==> src/rtl/acc_encoder.sv <==
// acc_encoder: packs a 32-bit two's-complement accumulator, received as two
// half-words, into an 8-bit {sign, exp[3:0], man[2:0]} minifloat (value = man << exp).
module acc_encoder (
    input  logic        clk,
    input  logic        reset,
    input  logic [15:0] in_word,
    input  logic        in_hl,
    input  logic        in_valid,
    output logic        in_ready,
    output logic [7:0]  out_byte,
    output logic        out_valid,
    input  logic        out_ready,
    output logic        ovf,
    output logic        proto_err
);
    typedef enum logic [1:0] {WAIT_HI, WAIT_LO, NORM, HOLD} state_t;

    state_t      state_q, state_d;
    logic [15:0] hi_q, hi_d;
    logic        sign_q, sign_d;
    logic [31:0] mag_q, mag_d;
    logic [4:0]  exp_q, exp_d;
    logic        rnd_q, rnd_d;
    logic [7:0]  byte_q, byte_d;
    logic        ovf_q, ovf_d;
    logic        perr_q, perr_d;
    logic        alive_q;

    logic [31:0] acc;
    logic [3:0]  m;
    logic [4:0]  fexp;
    logic        sat, xfer;

    always_comb begin
        acc     = {hi_q, in_word};
        xfer    = in_valid & in_ready;
        m       = {1'b0, mag_q[2:0]} + {3'd0, rnd_q};
        // a rounding carry (m = 8) renormalises to 4 << (exp + 1)
        fexp    = exp_q + {4'd0, m[3]};
        sat     = exp_q[4] | fexp[4];
        state_d = state_q;
        hi_d    = hi_q;
        sign_d  = sign_q;
        mag_d   = mag_q;
        exp_d   = exp_q;
        rnd_d   = rnd_q;
        byte_d  = byte_q;
        ovf_d   = ovf_q;
        perr_d  = 1'b0;
        unique case (state_q)
            WAIT_HI: if (xfer) begin
                hi_d    = in_hl ? in_word : hi_q;
                perr_d  = ~in_hl;
                state_d = in_hl ? WAIT_LO : WAIT_HI;
            end
            WAIT_LO: if (xfer) begin
                if (in_hl) begin
                    hi_d   = in_word;
                    perr_d = 1'b1;
                end else begin
                    sign_d  = acc[31];
                    mag_d   = acc[31] ? ~acc + 32'd1 : acc;
                    exp_d   = 5'd0;
                    rnd_d   = 1'b0;
                    state_d = NORM;
                end
            end
            NORM: if ((|mag_q[31:3]) && !exp_q[4]) begin
                mag_d = mag_q >> 1;
                rnd_d = mag_q[0];
                exp_d = exp_q + 5'd1;
            end else begin
                byte_d  = sat ? {sign_q, 7'h7F} :
                          {sign_q & (|mag_q), m[3] ? {fexp[3:0], 3'd4} : {exp_q[3:0], m[2:0]}};
                ovf_d   = sat;
                state_d = HOLD;
            end
            HOLD: if (out_ready) begin
                ovf_d   = 1'b0;
                state_d = WAIT_HI;
            end
            default: state_d = WAIT_HI;
        endcase
    end

    always_ff @(posedge clk or negedge reset) begin
        if (!reset) begin
            state_q <= WAIT_HI;
            hi_q    <= 16'd0;
            sign_q  <= 1'b0;
            mag_q   <= 32'd0;
            exp_q   <= 5'd0;
            rnd_q   <= 1'b0;
            byte_q  <= 8'h00;
            ovf_q   <= 1'b0;
            perr_q  <= 1'b0;
            alive_q <= 1'b0;
        end else begin
            state_q <= state_d;
            hi_q    <= hi_d;
            sign_q  <= sign_d;
            mag_q   <= mag_d;
            exp_q   <= exp_d;
            rnd_q   <= rnd_d;
            byte_q  <= byte_d;
            ovf_q   <= ovf_d;
            perr_q  <= perr_d;
            alive_q <= 1'b1;
        end
    end

    assign in_ready  = alive_q & (state_q == WAIT_HI || state_q == WAIT_LO);
    assign out_valid = state_q == HOLD;
    assign out_byte  = byte_q;
    assign ovf       = ovf_q & (state_q == HOLD);
    assign proto_err = perr_q;
endmodule

==> config.mk <==
export PLATFORM = sky130hd
export DESIGN_NAME = acc_encoder
export DESIGN_NICKNAME = d
export VERILOG_FILES = /design/src/rtl/acc_encoder.sv
export SDC_FILE = /design/constraint.sdc
export NUM_CORES = 1
export LEC_CHECK = 0
export BUFFER_PORTS_ARGS = -buffer_cell sky130_fd_sc_hd__buf_2
export CAP_MARGIN = 30
export CORE_MARGIN = 4
export CORE_UTILIZATION = 60
export CTS_CLUSTER_SIZE = 12
export DETAILED_ROUTE_END_ITERATION = 8
export GPL_ROUTABILITY_DRIVEN = 0
export HOLD_SLACK_MARGIN = 0.03
export PLACE_DENSITY = 0.78
export SYNTH_ARGS = -nofsm -noshare
export SYNTH_HDL_FRONTEND = slang
export SYNTH_SLANG_ARGS = --single-unit
==> constraint.sdc <==
create_clock -name clk -period 3.5 [get_ports clk]
set_clock_uncertainty 0.1 [all_clocks]
set_input_delay 0.35 -clock clk [delete_from_list [all_inputs] [get_ports clk]]
set_output_delay 0.35 -clock clk [all_outputs]
set_load 0.05 [all_outputs]
# ---- After elaboration in Yosys (flattened, before gate mapping)
# Cells that the tools add are included.
dict set report word_totals {
  regBits 68
  in_bits 21
  output_inout_bits 12
}
dict set report op_classes {
  n_addsub 4
  n_eq_ne 9
  mux 29
  bitwise_logic 8
  reduce_logical 15
}
# op count
set op_table {}
lappend op_table {{32-bit two-way mux} 4}
lappend op_table {{32-bit one-hot mux with 2 select lines} 1}
lappend op_table {{32-bit by 1-bit adder with 32-bit output, second input constant} 1}
lappend op_table {{32-bit inverter} 1}
lappend op_table {{32-bit OR reduction} 1}
lappend op_table {{29-bit OR reduction} 1}
lappend op_table {{5-bit two-way mux} 3}
lappend op_table {{2-bit two-way mux} 5}
lappend op_table {{2-bit inequality test, second input constant} 5}
lappend op_table {{5-bit one-hot mux with 2 select lines} 1}
lappend op_table {{1-bit two-way mux} 9}
lappend op_table {{3-bit AND reduction} 3}
lappend op_table {{8-bit two-way mux} 1}
lappend op_table {{2-bit one-hot mux with 4 select lines} 1}
lappend op_table {{7-bit two-way mux} 1}
lappend op_table {{1-bit one-hot mux with 2 select lines} 3}
lappend op_table {{5-bit by 1-bit adder with 5-bit output} 1}
lappend op_table {{5-bit by 1-bit adder with 5-bit output, second input constant} 1}
lappend op_table {{5-bit AND reduction} 1}
lappend op_table {{3-bit by 1-bit adder with 4-bit output} 1}
lappend op_table {{1-bit bitwise AND} 4}
lappend op_table {{2-bit equality test, second input constant} 2}
lappend op_table {{4-bit AND reduction} 1}
lappend op_table {{2-bit nonzero test} 2}
lappend op_table {{10 further kinds} 11}

# ---- Depth between registers and ports, before layout
dict set report logic_depth {
  word_depth 6
  ltp_mapped 9
  mapped_depth_nobuf 8
}

# ---- Least setup slack after synthesis
# Ideal clock, no wire load.
dict set report synth_timing {
  kind {reg-to-reg}
  from {register state_q[0]}
  to {register hi_q[10]}
  setup_time_ns 0.125
  arrival_ns 2.489
  t_required_ns 3.275
  path_slack_ns 0.786
  stages_incl_launch_ff 8
  path_buffers 1
  period_less_slack_ns 2.714
  cell_sequence {dfrtp_1 -> inv_1 -> ha_1 -> nor2_1 -> nor2b_1 -> nand3_1 -> clkbuf_1 -> mux2_2}
}
dict set report synth_between {
  elab_chain_len 5
  elab_cells_between_ends 7
  classes_between {eq/ne (1); bitwise (2); reduce/logical (4)}
}
# item line_no
set synth_lines {}
lappend synth_lines {{from (decl)} 18} ;# state_t state_q, state_d;
lappend synth_lines {{from (signal assigned)} 99} ;# state_q <= state_d;
lappend synth_lines {{2-bit by 1-bit equality test with 1-bit output / 2-bit logical NOT (equally long branches)} 112} ;# assign in_ready = alive_q & (state_q == WAIT_HI || state_q == WAIT_LO);
lappend synth_lines {{1-bit logical OR (*)} 112}
lappend synth_lines {{1-bit bitwise AND (*)} 112}
lappend synth_lines {{via in_ready} 9} ;# output logic in_ready,
lappend synth_lines {{1-bit bitwise AND (*)} 36} ;# xfer = in_valid & in_ready;
lappend synth_lines {{3-bit AND reduction (no source line) (*)} -}
lappend synth_lines {{to (signal assigned)} 100} ;# hi_q <= hi_d;
lappend synth_lines {{to (decl)} 19} ;# logic [15:0] hi_q, hi_d;
# The timed path passes the listed nets; every way through them passes the cells marked *.
# A chain may end at the register's enable or synchronous reset.

# ---- Worst setup path in the final report
dict set report layout_timing {
  from {register mag_q[22]}
  to {register mag_q[27]}
}
dict set report layout_between {
  elab_chain_len 4
}
# item line_no
set layout_lines {}
lappend layout_lines {{from (decl)} 21} ;# logic [31:0] mag_q, mag_d;
lappend layout_lines {{from (signal assigned)} 102} ;# mag_q <= mag_d;
lappend layout_lines {{29-bit OR reduction} 68} ;# NORM: if ((|mag_q[31:3]) && !exp_q[4]) begin
lappend layout_lines {{1-bit logical AND} 68}
lappend layout_lines {{2-bit inequality test (no source line)} -}
lappend layout_lines {{4-bit AND reduction (no source line)} -}
# No other way between the ends.

==> flow_summary.json <==
{
  "outcome": "completed",
  "drtPass1Iterations": 4,
  "start_kind": "flop",
  "synth_area_um2": 4140,
  "wl_per_cell_um": 18.0,
  "fp.dieH_um": 91.1,
  "coreArea_um2": 6760,
  "tightestPinTransition_ns": 0.943,
  "grt.overflow.total": 0,
  "cp.arrival_ns": 2.88,
  "synth_top_area_frac": 0.411,
  "yosys-top-cells-area": "dfrtp_1, mux2_2, o21ai_0",
  "min_path_type": "in2reg",
  "grt_pass1_wl_um": 15800,
  "synth_edf_count": 0,
  "synthMostInstantiatedCell": "dfrtp_1",
  "cp_max_fo": 26,
  "clk_path_buf_depth": 2,
  "portBuffers": 32,
  "required_ns": 3.56,
  "rsz0062_at_grt": "false",
  "ys_types": 51,
  "critical_path_class": "reg2reg",
  "final_layout_size_suffix_gt1_frac": 0.227,
  "cts_tree": "yes",
  "ant_nets": 0,
  "synth.net_count": 448,
  "grt_antenna_before_repair": 0,
  "fin_crit_sh": 0.805,
  "ys.warnings.count": 0,
  "endpoint_kind": "flop",
  "area_delta_synth_final_pct": 9.78,
  "worst-r2r-setup-slack_ns": 0.68,
  "p_total_w": 0.00410,
  "grt.total_usage": 0.235,
  "postSynth.asyncResetShare": 1.00,
  "min_period_ns": 2.82,
  "max_freq_mhz": 355,
  "final_util": 0.673,
  "p_leak_nw": 2.00,
  "slew_viol_final": 0,
  "clk_latency_ns": 0.34,
  "post_dp_cell_area_um2": 4330,
  "setup_tns_ns": 0,
  "cts_setup_buffers": 0,
  "max_cap_viol_count": 0,
  "powerDensity_nw_per_um2": 901,
  "ys.flop_type": "dfrtp_1",
  "syn_avg_cell_area_um2": 9.96,
  "hold_violations": 0,
  "clkSinkCount": 68,
  "peakVddDrop_mv": 0.415,
  "ios": 33,
  "antennaDiodeCount": 0,
  "dieArea_um2": 8300,
  "setup_violations": 0,
  "nets": 468,
  "clock-root-buffer": "clkbuf_8",
  "via_per_inst": 6.38,
  "synth_top_family_by_area": "compound AO/OA/AOI/OAI gates",
  "relSlewSlack": 0.370,
  "synth_fa_ha_area_frac": 0.0332,
  "initial_core_util": 0.613,
  "synth-compound-area-share": 0.174,
  "yosys-top-cells-count": "dfrtp_1, mux2_2, o21ai_0",
  "design_area_um2": 4550,
  "grt_max_degree": 64,
  "seq_area_frac_synth": 0.411,
  "synth_cells": 416,
  "yosys.area_share.simple": 0.168,
  "cts_max_level": 3,
  "vias": 3326,
  "synth_mux_area_frac": 0.121,
  "fill_cells": 531,
  "detail_route.iter0.violations": 195,
  "routed_wl_um": 9400,
  "hpwlAfterDp_um": 6650,
  "ctsHoldBuffers": 1,
  "ctsResizeCount": 0,
  "synth_top_cell_by_area": "dfrtp_1",
  "grt_pass1_vias": 3300,
  "synth_seq_cells": 68,
  "row_count": 30,
  "die_w_um": 91.1,
  "synth-xor-area-share": 0.0444,
  "cts_made_buffers": 9,
  "drc": 0,
  "clkTransAtPathRegs_ns": 0.08
}
-- worst max-delay path, cell delays in order, from the launching register on --
cell and delay, ns:
dfrtp_1 0.40, nor4_1 0.48, nand4_1 0.29, o21ai_1 0.23, buf_4 0.31, and2_1 0.61, a221oi_1 0.21
-- power by group --
| group | leakage, nW | internal [W] | total [W] | switching, W |
|---|---|---|---|---|
| combinational | 1.06 | 0.000875 | 0.00192 | 0.00104 |
| sequential | 0.836 | 0.00112 | 0.00148 | 0.000362 |
| clock | 0.105 | 0.000403 | 0.000700 | 0.000297 |
| total | 2.00 | 0.00240 | 0.00410 | 0.00170 |
-- worst paths after layout --
path | cells past startpoint | endpoint | start
min in group asynchronous | 2 | mag_q[30] | reset
max in group asynchronous | 3 | mag_q[1] | reset
setup / recovery | 6 | mag_q[27] | mag_q[22]
hold reg to reg | 1 | out_byte[1] | out_byte[1]
hold / removal | 3 | proto_err | in_valid
setup reg to reg | 6 | mag_q[27] | mag_q[22]
-- layout by cell type, fill, tap and decap left out, types with 8 or more instances in the layout --
cell type / n
nor3b_1: 11
nor2_1: 12
xor2_1: 14
nor3_1: 11
mux2i_1: 13
o31ai_1: 11
buf_4: 8
mux2_2: 33
nand2_1: 21
o21ai_0: 30
nand3_1: 18
ha_1: 10
clkbuf_8: 9
inv_1: 16
dfrtp_1: 68
buf_2: 32
a21oi_1: 15
-- metal layers --
layer | part of all wire | routed length [um] | GRT usage
met4 | 0.012 | 117 | 0.0917
met3 | 0.058 | 548 | 0.0273
met2 | 0.48 | 4510 | 0.368
met5 | 0 | 0 | 0
met1 | 0.45 | 4220 | 0.334
-- area by class of cell --
class                           instances  area (um2)  area share
Timing Repair Buffer                   41         230      0.0506
Tap cell                               80         100      0.0220
Clock buffer                           12         135      0.0297
Sequential cell                        68        1700       0.374
Clock inverter                          4        73.8      0.0162
Multi-Input combinational cell        300        2250       0.494
Inverter                               16        60.1      0.0132
-- cells by family (layout without fill, tap and decap cells) --
family                   count (synthesis)  after routing
AO/OA/AOI/OAI                          100            100
XOR/XNOR                                21             21
adder cells (fa/ha/maj)                 11             11
buffers and inverters                   48             73
flip-flops                              68             68
multiplexers                            46             46
other                                    1              1
AND/OR/NAND/NOR                        121            121
-- through the flow --
| step | setup WS [ns] | std cells | hold WS (ns) |
|---|---|---|---|
| 6_report | 0.684 | 521 | 0.158 |
| 3_5_place_dp | 0.719 | 504 | 0.351 |
| 4_1_cts | 0.774 | 521 | 0.143 |
| 2_1_floorplan | 0.786 | 416 | -0.0456 |
| 3_3_place_gp | 0.808 | 504 | 0.355 |
| 5_1_grt | 0.352 | 521 | 0.189 |
-- state kept, by name, summed over array words and instances, names as in the netlist --
register   cells
mag_q         32
hi_q          16
out_byte       8
exp_q          5
state_q        2
alive_q        1
ovf_q          1
proto_err      1
rnd_q          1
sign_q         1
Power figures use the tool's default switching activity.
